==> src/rtl/button_event_decoder.sv <==
// Decodes a debounced button level into press/release, single/double click and
// long-press pulses; all timing is measured in ticks of an external strobe.
module button_event_decoder #(
  parameter int LONG_TICKS   = 1000,
  parameter int DCLICK_TICKS = 250,
  parameter int CNT_W        = 16
) (
  input  logic clk,
  input  logic reset_n,
  input  logic btn,
  input  logic tick,
  output logic press,
  // 'release' is a reserved word in SystemVerilog, so the release pulse is release_evt.
  output logic release_evt,
  output logic single_click,
  output logic double_click,
  output logic long_press,
  output logic held
);

  typedef enum logic [2:0] {
    IDLE         = 3'd0,
    PRESSED      = 3'd1,
    LONG_HELD    = 3'd2,
    WAIT_SECOND  = 3'd3,
    SECOND_PRESS = 3'd4
  } state_t;

  localparam logic [CNT_W-1:0] LONG_LAST   = CNT_W'(LONG_TICKS - 1);
  localparam logic [CNT_W-1:0] DCLICK_LAST = CNT_W'(DCLICK_TICKS - 1);

  state_t           state;
  logic [CNT_W-1:0] cnt;

  // Each branch sets held for the state being entered, so held is registered
  // alongside the state and never lags it.
  always_ff @(posedge clk or negedge reset_n) begin
    if (!reset_n) begin
      state        <= IDLE;
      cnt          <= '0;
      press        <= 1'b0;
      release_evt  <= 1'b0;
      single_click <= 1'b0;
      double_click <= 1'b0;
      long_press   <= 1'b0;
      held         <= 1'b0;
    end else begin
      press        <= 1'b0;
      release_evt  <= 1'b0;
      single_click <= 1'b0;
      double_click <= 1'b0;
      long_press   <= 1'b0;

      case (state)
        IDLE: begin
          if (btn) begin
            state <= PRESSED;
            cnt   <= '0;
            press <= 1'b1;
            held  <= 1'b1;
          end else begin
            held <= 1'b0;
          end
        end

        PRESSED: begin
          if (!btn) begin
            state       <= WAIT_SECOND;
            cnt         <= '0;
            release_evt <= 1'b1;
            held        <= 1'b0;
          end else begin
            held <= 1'b1;
            if (tick) begin
              if (cnt == LONG_LAST) begin
                state      <= LONG_HELD;
                cnt        <= '0;
                long_press <= 1'b1;
              end else begin
                cnt <= cnt + 1'b1;
              end
            end
          end
        end

        // Counter is frozen here: long_press fires once per hold.
        LONG_HELD: begin
          if (!btn) begin
            state       <= IDLE;
            cnt         <= '0;
            release_evt <= 1'b1;
            held        <= 1'b0;
          end else begin
            held <= 1'b1;
          end
        end

        // A new press wins over a coinciding timeout.
        WAIT_SECOND: begin
          if (btn) begin
            state        <= SECOND_PRESS;
            cnt          <= '0;
            press        <= 1'b1;
            double_click <= 1'b1;
            held         <= 1'b1;
          end else begin
            held <= 1'b0;
            if (tick) begin
              if (cnt == DCLICK_LAST) begin
                state        <= IDLE;
                cnt          <= '0;
                single_click <= 1'b1;
              end else begin
                cnt <= cnt + 1'b1;
              end
            end
          end
        end

        SECOND_PRESS: begin
          if (!btn) begin
            state       <= IDLE;
            cnt         <= '0;
            release_evt <= 1'b1;
            held        <= 1'b0;
          end else begin
            held <= 1'b1;
            if (tick) begin
              if (cnt == LONG_LAST) begin
                state      <= LONG_HELD;
                cnt        <= '0;
                long_press <= 1'b1;
              end else begin
                cnt <= cnt + 1'b1;
              end
            end
          end
        end

        default: begin
          state <= IDLE;
          cnt   <= '0;
          held  <= 1'b0;
        end
      endcase
    end
  end

endmodule

==> config.mk <==
export PLATFORM = sky130hd
export DESIGN_NAME = button_event_decoder
export DESIGN_NICKNAME = d
export VERILOG_FILES = /design/src/rtl/button_event_decoder.sv
export SDC_FILE = /design/constraint.sdc
export NUM_CORES = 1
export LEC_CHECK = 0
export BUFFER_PORTS_ARGS = -buffer_cell sky130_fd_sc_hd__buf_4
export CAP_MARGIN = 5
export CORE_UTILIZATION = 51
export CTS_CLUSTER_SIZE = 20
export DETAILED_ROUTE_END_ITERATION = 16
export HOLD_SLACK_MARGIN = 0.08
export PLACE_DENSITY = 0.68
export SYNTH_ARGS = -nofsm -noshare
export SYNTH_HDL_FRONTEND = slang
export SYNTH_SLANG_ARGS = --single-unit
==> constraint.sdc <==
create_clock -name clk -period 2.6 [get_ports clk]
set_input_delay 0.52 -clock clk [delete_from_list [all_inputs] [get_ports clk]]
set_output_delay 0.52 -clock clk [all_outputs]
set_load 0.05 [all_outputs]
=== Word-level counts from Yosys, hierarchy flattened ===
Cells that the tools add are included.

* Memories: 0
* Memory bits (writable): 0
* Input bits: 4
* Bits in latches: 0
* Flip-flop bits (word level): 25
* ROM bits: 0
* Word-level logic and storage cells: 60
* Output and inout port bits: 6

* Shift operators: 0
* Div/mod/pow operators: 0
* Mux-type cells: 33
* Reduce and logical (&&, ||, !) cells: 7
* $lt $le $gt $ge: 0
* Add/sub/neg operators: 1
* Multipliers: 0
* Equal/unequal tests: 11
* Bitwise logic cells: 0

{| class="wikitable"
|+ Operator list
! cell !! count
|-
| 16-bit two-way mux || 8
|-
| 16-bit one-hot mux with 4 select lines || 1
|-
| 3-bit two-way mux || 9
|-
| 16-bit by 1-bit adder with 16-bit output (second input constant) || 1
|-
| 16-bit by 10-bit equality test with 1-bit output (second input constant) || 1
|-
| 16-bit by 8-bit equality test with 1-bit output (second input constant) || 1
|-
| 3-bit one-hot mux with 5 select lines || 1
|-
| 1-bit two-way mux || 14
|-
| 4-bit AND reduction || 2
|-
| 3-bit by 2-bit equality test with 1-bit output (second input constant) || 2
|-
| 3-bit != test (second input constant) || 2
|-
| 5-bit OR reduction || 1
|-
| 2-bit != test (second input constant) || 2
|-
| 2-bit OR reduction || 2
|-
| 3-bit by 1-bit equality test with 1-bit output (second input constant) || 1
|-
| 3-bit equality test (second input constant) || 1
|-
| 3-bit zero test || 1
|-
| 3-bit by 2-bit != test with 1-bit output (second input constant) || 1
|-
| 3-bit OR reduction || 1
|}

=== Logic depth before layout (Yosys ltp) ===
Gate-level depths: netlist of run 1.

* Depth in word-level cells: 5
* Mapped depth: 8
* Depth with buffers taken out: 7

=== Worst setup path before layout of run 1 ===
Ideal clock, no wire load.

* Path kind: register -> register
* From: register cnt[10]
* To: register cnt[14]
* Stages on the path, launching flop included: 7
* Setup time: 0.121 ns
* Setup slack: 0.577 ns
* Clock period less this slack: 2.023 ns
* Path buffers: 1
* Arrival time: 1.902 ns
* Cell sequence: dfrtp_1 -> or4_4 -> nor4_4 -> o22a_2 -> nor2_1 -> buf_6 -> a22o_1

* Cells in the longest elaborated chain, start to end: 5
* Elaborated cells on any way between the ends: 10
* Those cells by class: add/sub: 1; eq/ne: 2; mux: 7

{| class="wikitable"
|+ RTL lines
! what !! line !! RTL
|-
| start: declaration || 33 || <nowiki>logic [CNT_W-1:0] cnt;</nowiki>
|-
| start signal: assignment || 80 || <nowiki>cnt <= cnt + 1'b1;</nowiki>
|-
| start signal: assignment || 114 || <nowiki>cnt <= cnt + 1'b1;</nowiki>
|-
| start signal: assignment || 134 || <nowiki>cnt <= cnt + 1'b1;</nowiki>
|-
| 16-bit by 1-bit adder with 16-bit output (tied with other cells) || 80, 114, 134 ||
|-
| 16-bit two-way mux (on tied branches) || 75, 129, 109 ||
|-
| 16-bit two-way mux (on tied branches) || 128, 108 ||
|-
| 16-bit two-way mux (on tied branches) || 121, 100 ||
|-
| 16-bit one-hot mux with 4 select lines * || 54 || <nowiki>case (state)</nowiki>
|}

Every way passes the cells marked *; elsewhere a longest branch is shown, timed or not. The select of a mux whose other input is x is not followed.
A chain may end at the register's enable or synchronous reset.

=== Final worst setup path of run 1 ===
* From: register cnt[10]
* To: register cnt[12]

Same word-level chain as after synthesis.

==> results.tsv, run 1 <==
metric	value	unit
top cell type by total area after synthesis	dfrtp_1	
CP Max Fanout	9	
Vias per Instance	6.34	
Core Area	2570	um^2
r2r endpoint	cnt[12]	
Worst Path Arrival	2580	ps
Fin. Hold Viols	0	
Post-DP HPWL	2270	um
Max-Cap Viols	0	
Slew Limit Headroom	38.9	%
DRT Pass-1 Iters	5	
critical setup path kind	reg -> reg	
Tightest Pin Transition	913	ps
first-pass GRT wire length	4980	um
largest net degree at the start of global routing	26	
Top FF cell, synth	dfrtp_1	
total gr overflow	0	
I/O Pins	10	
ys async rst share	100	%
# port buffers	9	
grt met1 use	31.5	%
largest family of logic cells by synthesized area	simple AND/OR/NAND/NOR gates	
fin. max-slew vios	0	
chip height	55.1	um
clock insertion delay at the later pin of the skew report	310	ps
Post-Synth Simple-Gate Area	29.2	%
Post-CTS Setup Inserts	0	
M2 GR Usage	38.4	%
yosys warns	0	
diode count	0	
Cells after Synth	153	
Leak	0.706	nW
antenna violations before repair	0	
Clk Tree Root Cell	clkbuf_4	
Worst Hold Class	in -> async	
Worst EP required	2810	ps
cell area after synthesis	1440	um^2
XOR/XNOR Fraction of Synth Area	1.83	%
fraction of layout cells with a size suffix above 1	12.9	%
clock-pin slew on the worst setup and hold paths	130	ps
initial DRC count	42	
unrepaired setup endpoints after global routing	false	
Initial Utilization	56.0	%
routed length per instance	16.2	um
largest cells by area after synthesis	dfrtp_1 (44%), a22o_1 (6.1%), nor2_1 (4.7%)	
post-synth net total	159	
TritonCTS Buffers	3	
area grow syn2layout	8.35	%
Post-synth EDFFs	0	
min cycle time layout	2370	ps
mux cell area share after synthesis	1.48	%
Nets	170	
post-synthesis compound-gate area fraction	18.5	%
WL final	3130	um
via count	1223	
number of global-route vias before repair	1073	
# setup viols final	0	
worst clock skew	2.41	ps
Power, Total	1.25	mW
CP Buf/Inv Count	1	
worst r2r src	cnt[10]	
clk buf depth	2	
#FFs+latches synth	25	
Max Fclk	0.422	GHz
gpl congestion	0.845	
Die W	55.1	um
sequential area share after synthesis	43.5	%
Critical Path Sink Type	flip-flop	
clk sinks	25	
post-cts hold buffer count	0	
htree depth	1	
crit-path leading delay family	simple AND/OR/NAND/NOR gates	
post-synthesis adder-cell area fraction	1.74	%
worst vdd rail ir drop	0.000578	V
crit-path cells	or4_4 -> nor4_4 -> o22a_2 -> buf_4 -> and3b_1 -> a221o_1	
drt drc	0	
post_cts resized	0	
Total GRT Usage	23.8	%
syn_area_per_cell	9.40	um^2
top cell type's share of synthesized area	43.5	%
Core Rows	18	
die footprint	3040	um^2
TNS Setup	0	ps
max incr delay on CP	570	ps
Worst R2R Setup Slack	230	ps
Critical-path top delay cell	or4_4	
CTS tree	yes	
met3 Use GR	3.55	%
status	finished, final reports clean	
power per cell area	800	nW/um^2
critical path launch point type	flip-flop	
GR peak layer	met2	
r2r worst-path depth	6	
Synth cell types	42	
post-route ant nets	0	
Final period util	91.2	%
## placed cells by master (no fill, tap or decap), types with 2 or more instances in the layout
| cell type | instances |
|---|---|
| dfrtp_1 | 25 |
| nor2_1 | 18 |
| buf_4 | 12 |
| nand2_1 | 10 |
| a22o_1 | 10 |
| o21ai_0 | 9 |
| nand3_1 | 7 |
| o21ai_1 | 7 |
| nor3_1 | 6 |
| and3_1 | 5 |
| inv_1 | 4 |
| nor2b_1 | 4 |
| xor2_1 | 3 |
| a21oi_1 | 3 |
| clkbuf_4 | 3 |
| nand4_1 | 2 |
| nand3b_1 | 2 |
| or4b_1 | 2 |
| nor4_4 | 2 |
| and4_1 | 2 |
| nand2b_1 | 2 |
| or3_1 | 2 |
| and3b_1 | 2 |
| a221o_1 | 2 |
| ha_1 | 2 |
## through the flow
stage	util, %	cells	hold slack (ps)	cell area, um^2	worst slack, ps
after floorplan	-	153	224	1440	577
after global placement	59.6	189	436	1530	318
final	60.7	193	78.5	1560	229
after CTS	60.7	193	85.3	1560	239
after detailed placement	59.6	189	441	1530	248
after global routing	60.7	193	92.3	1560	139
## metal layers
| layer | vias up | share of wire (%) |
|---|---|---|
| li1 | 591 | - |
| met1 | 594 | 48 |
| met2 | 34 | 46 |
| met3 | 4 | 4.2 |
| met4 | 0 | 1.6 |
| met5 | - | 0 |
## cells in the mapped netlist, types with 2 or more instances
cell      instances
nand2b_1          2
dfrtp_1          25
and3b_1           2
o21ai_1           7
nand2_1          10
nor2_1           18
nand3_1           7
and3_1            5
ha_1              2
or3_1             2
nand3b_1          2
clkbuf_1          4
nor4_4            2
a22o_1           10
a21oi_1           3
and4_1            2
or4b_1            2
xor2_1            3
nor2b_1           4
o21ai_0           9
nand4_1           2
a221o_1           2
nor3_1            6
inv_1             4
## how the worst max path moves through the flow
stage	start	end	slack, ps	cells past startpoint
floorplan	cnt[10]	cnt[14]	580	6
global placement	btn	cnt[0]	320	6
detailed placement	btn	cnt[0]	250	6
CTS	cnt[10]	cnt[12]	240	6
global route	state[0]	cnt[0]	140	5
finish	cnt[10]	cnt[12]	230	6
## registers in the layout (all words and copies together), names as in the netlist
name          flops
press             1
single_click      1
cnt              16
double_click      1
state             3
release_evt       1
held              1
long_press        1
## final cells by class
| cell class | instances | area [um^2] |
|---|---|---|
| clock buffer | 4 | 26.3 |
| fill | 220 | 1010 |
| inverter | 5 | 18.8 |
| multi-input combinational | 117 | 759 |
| sequential | 25 | 626 |
| tap | 30 | 37.5 |
| timing repair buffer | 12 | 90.1 |
## logic make-up after synthesis
kind of cell,Yosys count
mux,2
compound gates,39
buf+inv,11
flops,25
xor+xnor,3
fa+ha+maj,2
simple gates,71
## where the power goes
| group | internal, mW | switching (mW) |
|---|---|---|
| logic | 0.191 | 0.363 |
| registers | 0.441 | 0.0776 |
| clock network | 0.0600 | 0.112 |
| total | 0.692 | 0.553 |
Note: power is estimated with default switching activity, not from simulation.
==> run 2, diff against run 1 <==
- ABC_AREA: not set -> 1
- CTS_CLUSTER_DIAMETER: not set -> 150
==> run 2 against run 1 <==
The flow now finishes with violations (design-rule violations). Final area is 5.6% higher. Worst setup slack better by 590 ps. Utilization is 2.0 points lower. First-iteration DRC count is 60% higher. Sequential cell count stayed put. Wire length is 2.0% higher.
==> results.tsv, run 2 <==
metric	value	unit
unrepaired setup endpoints after global routing	false	
r2r worst-path depth	12	
top cell type by total area after synthesis	dfrtp_1	
Worst Hold Class	in -> reg	
Core Rows	19	
# port buffers	9	
Slew Limit Headroom	70.4	%
critical setup path kind	reg -> reg	
clk sinks	25	
I/O Pins	10	
CTS tree	yes	
clock-pin slew on the worst setup and hold paths	140	ps
critical path launch point type	flip-flop	
status	complete, but fails checks	
HP Start	tick	
min cycle time layout	1780	ps
TritonCTS Buffers	3	
TNS Setup	0	ps
Initial Utilization	54.7	%
antenna violations before repair	0	
Vias per Instance	5.48	
fin. max-slew vios	0	
routed length per instance	12.3	um
Leak	0.836	nW
gpl congestion	0.931	
Fin. Hold Viols	0	
ys async rst share	100	%
total gr overflow	0	
WL final	3190	um
area grow syn2layout	7.26	%
commonest non-fill, non-tap cell in the layout	nand2_1	
Post-synth EDFFs	0	
biggest regs	cnt: 16 flops, state: 3 flops	
drt drc	4	
Cells after Synth	219	
#FFs+latches synth	25	
Tightest Pin Transition	442	ps
fraction of layout cells with a size suffix above 1	13.1	%
Core Area	2810	um^2
Final period util	68.4	%
Nets	236	
first-pass GRT wire length	5410	um
worst r2r src	cnt[0]	
sequential area share after synthesis	40.8	%
largest net degree at the start of global routing	26	
top cell type's share of synthesized area	40.8	%
r2r endpoint	cnt[8]	
Clk Tree Root Cell	clkbuf_4	
Max-Cap Viols	0	
Power, Total	1.15	mW
syn_area_per_cell	7.00	um^2
Synth cell types	25	
commonest non-fill, non-tap cells in the layout	nand2_1 (64), nor2_1 (33), inv_1 (25), dfrtp_1 (25), nand3_1 (12)	
Max Fclk	0.562	GHz
# setup viols final	0	
clk buf depth	2	
worst clock skew	10.5	ps
Hold Path Depth	3	
post-synth net total	225	
Critical Path Sink Type	flip-flop	
die footprint	3230	um^2
CP Max Fanout	7	
power per cell area	698	nW/um^2
cell area after synthesis	1530	um^2
Worst EP required	2840	ps
DRT Pass-1 Iters	10	
clock insertion delay at the later pin of the skew report	330	ps
initial DRC count	67	
Biggest register	cnt	
Post-CTS Setup Inserts	0	
Worst R2R Setup Slack	820	ps
number of global-route vias before repair	1252	
htree depth	1	
post-route ant nets	0	
via count	1424	
most numerous cell in the Yosys netlist	nand2_1	
Worst Path Arrival	2020	ps
Post-synth top cells	nand2_1 (64), nor2_1 (33), dfrtp_1 (25), inv_1 (25), nand3_1 (12)	
max reg flops	16	
Top FF cell, synth	dfrtp_1	
Die W	56.8	um
worst vdd rail ir drop	0.000443	V
Post-DP HPWL	2510	um
failing checks	design-rule violations	
chip height	56.8	um
end of the worst hold path	single_click	
Total GRT Usage	21.6	%
yosys warns	0	
diode count	0	
largest cells by area after synthesis	dfrtp_1 (41%), nand2_1 (16%), nor2_1 (8.1%)	
## run 2: cell types whose count changed in the layout (fill, tap and decap cells not counted), sizes merged, moves of 4 or more
| cell | previous run | this run |
|---|---|---|
| nand4 | 2 | 9 |
| nand3 | 7 | 14 |
| o21ai | 16 | 9 |
| inv | 4 | 30 |
| nor2 | 18 | 37 |
| nor2b | 4 | 0 |
| a22o | 10 | 0 |
| and3 | 5 | 0 |
| a21oi | 3 | 9 |
| nand2 | 10 | 68 |
## run 2: repair_timing
action                                  in CTS  in global routing
endpoints found under the setup margin       0                  0
hold buffers                                 1                  0
resized for setup                            0                  0
endpoints found under the hold margin       19                  0
## run 2: worst max path at each step
stage | from | end | slack [ps] | depth (start not counted)
after floorplan | btn | cnt[10] | 1090 | 10
after global placement | btn | cnt[12] | 860 | 6
after detailed placement | btn | cnt[1] | 790 | 6
after CTS | state[0] | cnt[1] | 830 | 8
after global routing | cnt[0] | cnt[8] | 620 | 12
final | cnt[0] | cnt[8] | 820 | 12
## run 2: cell families after synthesis
logic type	Yosys count	synth area share, %
flip-flops	25	40.8
buffers and inverters	34	9.62
adder cells (fa/ha/maj)	2	1.63
AND/OR/NAND/NOR	135	39.3
AO/OA/AOI/OAI	23	8.65
## run 2: final cells by class
| type | count | area (um^2) |
|---|---|---|
| Clock inverter | 1 | 7.51 |
| Inverter | 30 | 113 |
| Sequential cell | 25 | 626 |
| Clock buffer | 3 | 22.5 |
| Fill cell | 253 | 1160 |
| Tap cell | 31 | 38.8 |
| Timing Repair Buffer | 10 | 77.6 |
| Multi-Input combinational cell | 160 | 761 |
## run 2: per-stage QoR
step | std cells | setup WS, ps | area [um^2] | utilization [%] | hold slack, ps
after floorplan | 219 | 1090 | 1530 | - | 224
after global placement | 255 | 863 | 1610 | 57.2 | 438
after detailed placement | 255 | 789 | 1610 | 57.2 | 437
after CTS | 260 | 831 | 1650 | 58.7 | 475
after global routing | 260 | 622 | 1650 | 58.7 | 476
final | 260 | 820 | 1650 | 58.7 | 482
## run 2: critical path, stage by stage, from the launching register on
cell and delay (ps):
dfrtp_1 440, ha_1 180, nand2_1 110, inv_1 80
nand2_1 70, nor2_1 150, nand2_1 70, nand2_1 90
nand2_1 180, o21ai_0 150, nand2_1 70, nand2_1 70
inv_1 30
## run 2: layer usage
| metal | global-route usage (%) | vias up | wire length [um] |
|---|---|---|---|
| met5 | 0 | - | 0 |
| met4 | 8.36 | 0 | 45 |
| met3 | 2.30 | 5 | 177 |
| met2 | 32.1 | 47 | 1360 |
| met1 | 32.3 | 651 | 1600 |
| li1 | - | 721 | - |
## run 2: where the power goes
group / switching, mW / internal (mW) / total [mW]
Combinational: 0.364 / 0.142 / 0.506
Sequential: 0.0349 / 0.430 / 0.465
Clock: 0.119 / 0.0589 / 0.178
